### src/rtl/pc_fetch_unit_pkg.sv
// Shared definitions for the fetch unit: FSM encoding, opcodes shared with the branch unit and
// the instruction width used to step the program counter.
package pc_fetch_unit_pkg;

  typedef enum logic [1:0] {
    StBoot = 2'd0,
    StReq  = 2'd1,
    StDrop = 2'd2
  } fetch_state_e;

  // Opcodes decoded by the branch unit that can produce a redirect.
  localparam logic [6:0] OpBranch = 7'b1100011;
  localparam logic [6:0] OpJal    = 7'b1101111;
  localparam logic [6:0] OpJalr   = 7'b1100111;

  // Instruction width in bytes.
  localparam int unsigned InstrBytes = 4;

  // Sequential successor of a PC; wraps modulo 2^32.
  function automatic logic [31:0] next_pc(input logic [31:0] pc);
    return pc + 32'(InstrBytes);
  endfunction

endpackage

### src/rtl/pc_fetch_unit_flush_counter.sv
// Loadable down-counter that holds the pipeline flush high for a fixed number of cycles after
// each redirect. A load while counting restarts the window.
module pc_fetch_unit_flush_counter #(
  parameter int unsigned Depth = 2
) (
  input  logic clk,
  input  logic rst_n,
  input  logic load,
  output logic flush
);

  logic [2:0] cnt_q;

  // Count down from Depth; flush is registered alongside the count.
  always_ff @(posedge clk) begin
    if (!rst_n) begin
      cnt_q <= 3'd0;
      flush <= 1'b0;
    end else if (load) begin
      cnt_q <= 3'(Depth);
      flush <= 1'b1;
    end else if (cnt_q != 3'd0) begin
      cnt_q <= cnt_q - 3'd1;
      flush <= (cnt_q != 3'd1);
    end
  end

endmodule

### src/rtl/pc_fetch_unit.sv
// Fetch unit: owns the PC, issues instruction-memory requests over valid/ready, applies
// branch/jump redirects, squashes stale fetches and drives a multi-cycle pipeline flush.
// Optional feature: define MISALIGN_TRAP_EN to trap on targets with bit 1 set instead of
// silently aligning them.
module pc_fetch_unit
  import pc_fetch_unit_pkg::*;
#(
  parameter logic [31:0] RESET_VECTOR = 32'h0000_0000,
  parameter int unsigned FLUSH_DEPTH  = 2
) (
  input  logic        Clk,
  input  logic        Rst_n,
  input  logic        Stall,
  input  logic        BranchTaken,
  input  logic [31:0] BranchTarget,
  input  logic        JumpTaken,
  input  logic [31:0] JumpTarget,
  output logic        ImemReq,
  output logic [31:0] ImemAddr,
  input  logic        ImemReady,
  output logic        FetchValid,
  output logic [31:0] FetchPC,
`ifdef MISALIGN_TRAP_EN
  output logic        TrapMisaligned,
`endif
  output logic        Flush
);

  fetch_state_e state_q;
  logic [31:0]  pc_q;
  logic [31:0]  target_q;
  logic         halt_q;

  logic         redirect;
  logic         misaligned;
  logic [31:0]  sel_target;
  logic [31:0]  tgt;
  logic         unused_bits;

  assign redirect   = BranchTaken | JumpTaken;
  // JALR clears bit 0 of its target; a jump wins over a simultaneous branch.
  assign sel_target = JumpTaken ? {JumpTarget[31:1], 1'b0} : BranchTarget;
  assign tgt        = {sel_target[31:2], 2'b00};
  assign unused_bits = ^{JumpTarget[0], sel_target[1:0]};

`ifdef MISALIGN_TRAP_EN
  assign misaligned = sel_target[1];
`else
  assign misaligned = 1'b0;
`endif

  assign ImemAddr = pc_q;
  assign FetchPC  = pc_q;
  // A beat accepted during DROP or in a redirect cycle belongs to the wrong path.
  assign FetchValid = (state_q == StReq) & ImemReq & ImemReady & ~redirect;

  // Fetch FSM with registered request, PC and redirect bookkeeping.
  always_ff @(posedge Clk) begin
    if (!Rst_n) begin
      state_q  <= StBoot;
      pc_q     <= RESET_VECTOR;
      target_q <= RESET_VECTOR;
      halt_q   <= 1'b0;
      ImemReq  <= 1'b0;
    end else begin
      unique case (state_q)
        StBoot: begin
          state_q <= StReq;
          ImemReq <= ~Stall;
        end
        StReq: begin
          if (redirect) begin
            if (ImemReq && !ImemReady) begin
              // Request already on the bus: let it complete, then redirect.
              state_q  <= StDrop;
              target_q <= tgt;
              halt_q   <= misaligned;
            end else if (misaligned) begin
              halt_q  <= 1'b1;
              ImemReq <= 1'b0;
            end else begin
              // Redirect overrides a concurrent stall.
              pc_q    <= tgt;
              ImemReq <= 1'b1;
              halt_q  <= 1'b0;
            end
          end else if (!(ImemReq && !ImemReady)) begin
            if (ImemReq) pc_q <= next_pc(pc_q);
            ImemReq <= ~Stall & ~halt_q;
          end
        end
        StDrop: begin
          if (ImemReady) begin
            state_q <= StReq;
            if (redirect && !misaligned) begin
              pc_q    <= tgt;
              ImemReq <= 1'b1;
              halt_q  <= 1'b0;
            end else if (redirect || halt_q) begin
              halt_q  <= 1'b1;
              ImemReq <= 1'b0;
            end else begin
              pc_q    <= target_q;
              ImemReq <= 1'b1;
            end
          end else if (redirect) begin
            target_q <= tgt;
            halt_q   <= misaligned;
          end
        end
        default: begin
          state_q <= StBoot;
          ImemReq <= 1'b0;
        end
      endcase
    end
  end

`ifdef MISALIGN_TRAP_EN
  // One-cycle trap pulse for a misaligned selected target.
  always_ff @(posedge Clk) begin
    if (!Rst_n) begin
      TrapMisaligned <= 1'b0;
    end else begin
      TrapMisaligned <= redirect & misaligned & (state_q != StBoot);
    end
  end
`endif

  pc_fetch_unit_flush_counter #(
    .Depth(FLUSH_DEPTH)
  ) u_flush_counter (
    .clk  (Clk),
    .rst_n(Rst_n),
    .load (redirect & (state_q != StBoot)),
    .flush(Flush)
  );

endmodule

### config.mk
export PLATFORM = sky130hd
export DESIGN_NAME = pc_fetch_unit
export DESIGN_NICKNAME = d
export VERILOG_FILES = /design/src/rtl/pc_fetch_unit_pkg.sv /design/src/rtl/pc_fetch_unit_flush_counter.sv /design/src/rtl/pc_fetch_unit.sv
export SDC_FILE = /design/constraint.sdc
export NUM_CORES = 1
export LEC_CHECK = 0
export ABC_AREA = 1
export CORE_UTILIZATION = 50
export DETAILED_ROUTE_END_ITERATION = 7
export PLACE_DENSITY = 0.84
export SETUP_SLACK_MARGIN = 0.4
export SLEW_MARGIN = 5
export SYNTH_ARGS = -nofsm -noshare
export SYNTH_HDL_FRONTEND = slang
export SYNTH_HIERARCHICAL = 1
export SYNTH_SLANG_ARGS = --single-unit
export TNS_END_PERCENT = 1
### constraint.sdc
create_clock -name Clk -period 3.59 [get_ports Clk]
set_input_delay 0.718 -clock Clk [delete_from_list [all_inputs] [get_ports Clk]]
set_output_delay 0.718 -clock Clk [all_outputs]
set_load 0.05 [all_outputs]
==> results of run 1 <==
## per-stage QoR
step,utilization (%),std cells
2_1_floorplan,-,760
3_3_place_gp,64.3,938
3_5_place_dp,64.3,938
4_1_cts,66.6,954
5_1_grt,66.6,954
6_report,66.6,954
## layout make-up
type	count	area [um^2]
fill	810	2950
inverter	86	323
multi-input combinational	541	2530
timing repair buffer	135	1350
tap	108	135
clock inverter	4	47.5
sequential	68	1360
clock buffer	12	155
## cell usage in the layout (no fill, tap or decap), types with 3 or more instances in the layout
| cell | synthesis | final |
|---|---|---|
| inv_2 | 7 | 7 |
| clkbuf_8 | 0 | 11 |
| or2_2 | 7 | 7 |
| o22ai_1 | 9 | 9 |
| clkdlybuf4s50_1 | 0 | 126 |
| o21ai_0 | 71 | 71 |
| nand3b_1 | 11 | 11 |
| o21ai_1 | 11 | 11 |
| buf_4 | 35 | 7 |
| o21bai_1 | 4 | 4 |
| nand3_1 | 30 | 30 |
| nand2_2 | 4 | 4 |
| nand2_1 | 225 | 225 |
| xnor2_1 | 3 | 3 |
| dfxtp_1 | 68 | 68 |
| ha_1 | 6 | 6 |
| inv_1 | 79 | 79 |
| conb_1 | 1 | 4 |
| or2_0 | 3 | 3 |
| mux2i_1 | 4 | 4 |
| a21oi_1 | 66 | 66 |
| nor2_1 | 71 | 71 |
## final timing paths
kind / startpoint / slack (ns) / end
worst max-delay path: BranchTaken / 0.76 / FetchValid
worst max register to register: state_q[0] / 1.13 / FetchPC[10]
worst min-delay path: halt_q / 0.44 / halt_q
worst min register to register: halt_q / 0.44 / halt_q
## cells by family (layout without fill, tap and decap cells)
| family | count (synthesis) | count (layout) |
|---|---|---|
| buffers and inverters | 151 | 237 |
| flip-flops | 68 | 68 |
| XOR/XNOR | 4 | 4 |
| adder cells (fa/ha/maj) | 6 | 6 |
| other | 1 | 4 |
| multiplexers | 4 | 4 |
| AO/OA/AOI/OAI | 165 | 165 |
| AND/OR/NAND/NOR | 358 | 358 |
## registers in the layout, indices dropped and copies added, names as in the netlist
signal	cells
halt_q	1
state_q	2
u_flush_counter/cnt_q	3
u_flush_counter/flush	1
FetchPC	30
target_q	30
ImemReq	1
## what timing repair did
item	in CTS	in global routing
hold buffers	0	0
endpoints found under the setup margin	0	10
buffers inserted	0	0
gates resized for setup	0	1
## power groups by stage
| stage | combinational, W | clock, W | sequential [W] |
|---|---|---|---|
| 6_report | 0.00307 | 0.000660 | 0.00145 |
| 2_1_floorplan | 0.00189 | 0 | 0.00192 |
| 5_1_grt | 0.00330 | 0.000695 | 0.00151 |
| 3_5_place_dp | 0.00305 | 0 | 0.00146 |
| 3_3_place_gp | 0.00297 | 0 | 0.00144 |
| 4_1_cts | 0.00306 | 0.000662 | 0.00145 |
## worst register-to-register path, cell delays in order (launching register included)
cell and delay (ns):
dfxtp_1 0.36, inv_1 0.09, ha_1 0.29, nor2_2 0.98, inv_1 0.30, o21bai_1 0.22, a21oi_1 0.09
## routing by layer
metal  up-vias  GRT usage, %  wire [um]
li1       2546             -          -
met1      2285          35.9       5470
met2       227          45.0       5910
met3        13          4.01       1110
met4         0          9.91        187
met5         -             0          0
==> flow_summary.ini, run 1 <==
[status]
violations = DRC
run_status = finished, violations left

[floorplan]
die_area_mm2 = 0.00963
initial_utilization_pct = 52.2
fp.dieH_um = 98.1
die_w_um = 98.1
rows = 34
ios = 137
core_area_mm2 = 0.00885

[drt]
antenna_left = 0
dr.pass1.iters = 8
route.detailed.drc = 12
routed_wl_mm = 12.7
num_vias = 5071
drtIter0Drc = 334
routedWlPerCell_um = 13.3
viasPerCell = 5.32

[global_route]
grt_pass1_vias = 4628
grt_use_total_pct = 27.2
grt_pass1_wl_mm = 21.2
gr-total-overflow = 0
antenna_found_initial = 0
grt_start_max_net_pins = 39

[worst_setup_path]
crit_cells = 5
critPathSlowestCell = clkdlybuf4s50_1
worst_setup_path_end_kind = output pin
rr_worst_depth = 6
path_class = in -> out
startpoint_type = primary input
required_ns = 2.87
crit_family = buffers and inverters
path_buf_inv = 2
arrival_ns = 2.11
critPathMaxStageDelay_ns = 0.54
crit_path_max_fanout = 14
crit_chain = clkdlybuf4s50_1 -> nor2_8 -> nand2_1 -> nor3_1 -> buf_12

[timing]
setup_tns_ns = 0
fin_ws_ns = 0.757
skew_ns = 0.00896
hold_viol = 0
holdWs_ns = 0.443
max_freq_mhz = 353
post-route-period-util_pct = 78.9
slew_headroom_pct = 17.2
rsz0062_at_grt = no
setup_viol = 0
worstMarginPinSlew_ns = 1.24
period_needed_ns = 2.83
drv_slew = 0

[logic_synthesis]
synth_cells = 757
synth_flop_cell = dfxtp_1
synthArstFlopShare_pct = 0
synth_top_cell_by_area = dfxtp_1
synth_top_area_share_pct = 29.5
synth_top_family_by_area = simple AND/OR/NAND/NOR gates
synth_area_mm2 = 0.00462
ys_ff_latch = 68
synth.distinct_cells = 32
synthSimpleGateAreaFrac_pct = 32.2
synth_common_cells = nand2_1, inv_1, nor2_1, o21ai_0, dfxtp_1
yosys.area_share.adder_pct = 1.63
yosysSeqAreaShare_pct = 29.5
synth_enable_flop_cells = 0
synthXorXnorAreaFrac_pct = 0.758
synth.area.mux_share_pct = 0.867
synth_most_common_cell = nand2_1
synth_area_leaders = dfxtp_1, nand2_1, o21ai_0, a21oi_1, inv_1
yosys_warnings = 6
syn_avg_cell_area_um2 = 6.10
synth_compound_area_share_pct = 19.0

[power]
p_leak_nw = 2.44
peakVddDrop_mv = 0.390
p_sw_w = 0.00273
switching_share_pct = 52.6
seqPwrFrac_pct = 28.0
p_int_w = 0.00246
p_clk_share_pct = 12.7
power_frac_comb_pct = 59.3
totalPowerFinal_w = 0.00519
power_density_mw_per_mm2 = 879

[cts]
htreeDepth = 3
cts.sinks = 68
numCtsBuffers = 9
clockRootBuffer = clkbuf_8
cts_tree = built
path_clk_slew_ns = 0.08
clock_latency_ns = 0.35
ctsLongestPathBuffers = 2

[layout]
num_antenna_cells = 0
stdcell_area_mm2 = 0.00590
drive_above_1_share_pct = 5.20
nets = 917
area_delta_synth_final_pct = 27.6

[min_path]
worstHoldPathType = reg -> reg
holdPathStages = 2

[place]
hpwl_mm = 9.38
io_buffers = 128
gp_congestion = 0.848
pre_cts_slack_ns = 0.237
place_area_mm2 = 0.00569

[job]
maxCapViolCount = 0
Note: power is estimated with default switching activity, not from simulation.
==> inputs of run 2 (changes only) <==
- CORE_UTILIZATION: 50 -> 44
- PLACE_DENSITY: 0.84 -> 0.78
- clock period: 3.59 -> 2.5 ns (I/O delays scaled with it)
==> run 2 against run 1 <==
Effect of this change:
- the run now ends clean
- sequential power up 44%
- largest cell class unchanged
- critical path depth is 4 lower
- die area grew 13%
==> flow_summary.ini, run 2 (synthesis results as in run 1) <==
[status]
run_status = finished, final reports clean

[worst_setup_path]
path_buf_inv = 1
critPathMaxStageDelay_ns = 0.86
critPathSlowestCell = clkdlybuf4s50_1
startpoint_type = register
crit_family = buffers and inverters
worst_setup_path_end_kind = output pin
required_ns = 2.00
path_class = reg -> out
crit_path_max_fanout = 7
arrival_ns = 1.73
crit_chain = clkdlybuf4s50_1

[timing]
setup_tns_ns = 0
skew_ns = 0.0104
slew_headroom_pct = 56.3
setup_viol = 0
drv_slew = 0
hold_viol = 0
rsz0062_at_grt = yes
period_needed_ns = 2.23
post-route-period-util_pct = 89.0
worstMarginPinSlew_ns = 0.654
holdWs_ns = 0.445
max_freq_mhz = 449

[power]
p_sw_w = 0.00394
power_frac_comb_pct = 58.9
p_leak_nw = 2.53
p_int_w = 0.00371
power_density_mw_per_mm2 = 1260
switching_share_pct = 51.5
peakVddDrop_mv = 0.698
p_clk_share_pct = 13.8
seqPwrFrac_pct = 27.3

[layout]
final_cells = 988
drive_above_1_share_pct = 6.10
multiInputGateArea_mm2 = 0.00254
fill_cells = 970
layout_commonest_cell = nand2_1
nets = 923
ff_latch_area_mm2 = 0.00136
final_cell_mix = nand2_1, clkdlybuf4s50_1, inv_1
num_antenna_cells = 0
area_delta_synth_final_pct = 31.9

[job]
maxCapViolCount = 0

[drt]
antenna_left = 0
routedWlPerCell_um = 12.8
viasPerCell = 5.00
route.detailed.drc = 0
routed_wl_mm = 12.7
drtIter0Drc = 325
num_vias = 4938
dr.pass1.iters = 5

[place]
hpwl_mm = 9.12
gp_congestion = 0.849
io_buffers = 128
place_inst = 971

[global_route]
grt_pass1_wl_mm = 21.0
grt_pass1_vias = 4381
antenna_found_initial = 0
grt_start_max_net_pins = 39
gr-total-overflow = 0
grt_use_total_pct = 24.0

[cts]
cts_tree = built
htreeDepth = 3
path_clk_slew_ns = 0.08
ctsHoldBuffers = 0
numCtsBuffers = 9
ctsLongestPathBuffers = 2
cts.sinks = 68
clock_latency_ns = 0.36
clockRootBuffer = clkbuf_8
postCtsSetupBuffers = 0

[floorplan]
ios = 137
die_w_um = 104
die_area_mm2 = 0.0109
core_area_mm2 = 0.0102
initial_utilization_pct = 45.2
fp.dieH_um = 104
rows = 37

[min_path]
worstHoldPathType = reg -> reg
[run 2: changes by cell type in the layout (fill, tap and decap cells not counted), moves of 2 or more]
| cell | previous run | this run |
|---|---|---|
| buf_12 | 1 | 5 |
| clkdlybuf4s50_1 | 126 | 124 |
| dlygate4sd2_1 | 0 | 2 |
| clkinvlp_4 | 1 | 3 |
[run 2: per-stage QoR]
stage	cell area (um^2)	utilization (%)	setup slack (ns)	total power [W]
finish	6090	59.5	0.275	0.00764
global route	6090	59.5	0.243	0.00813
CTS	6080	59.5	0.274	0.00765
detailed placement	5810	56.7	-0.240	0.00659
global placement	5810	56.7	-0.184	0.00652
floorplan	4640	-	0.550	0.00547
[run 2: final timing paths]
check | startpoint | to | slack (ns) | cells past startpoint
worst max-delay path | FetchPC[15] | ImemAddr[15] | 0.27 | 1
worst min-delay path | target_q[19] | target_q[19] | 0.44 | 2
worst max register to register | state_q[0] | FetchPC[5] | 0.50 | 6
worst min register to register | target_q[19] | target_q[19] | 0.44 | 2
[run 2: what timing repair did]
action | CTS | global route
pin swaps | 0 | 0
setup endpoints to repair | 86 | 89
resized for setup | 7 | 2
gates cloned | 1 | 0
[run 2: area by class of cell]
type	count	area share (%)
Sequential cell	68	22.4
Clock buffer	10	2.26
Timing Repair Buffer	141	24.1
Inverter	86	5.30
Multi-Input combinational cell	541	41.8
Clock inverter	6	1.44
Tap cell	136	2.79
[run 2: routing by layer]
layer	vias to the layer above	wire [um]	track usage (%)
met4	0	203	8.27
met2	176	5660	37.9
met3	16	691	3.01
met5	-	0	0
li1	2555	-	-
met1	2191	6110	33.4
[run 2: power groups by stage]
stage / combinational [W] / sequential [W] / clock, W
2_1_floorplan: 0.00272 / 0.00275 / 0
3_3_place_gp: 0.00443 / 0.00209 / 0
3_5_place_dp: 0.00448 / 0.00211 / 0
4_1_cts: 0.00450 / 0.00209 / 0.00106
5_1_grt: 0.00486 / 0.00217 / 0.00110
6_report: 0.00450 / 0.00209 / 0.00105
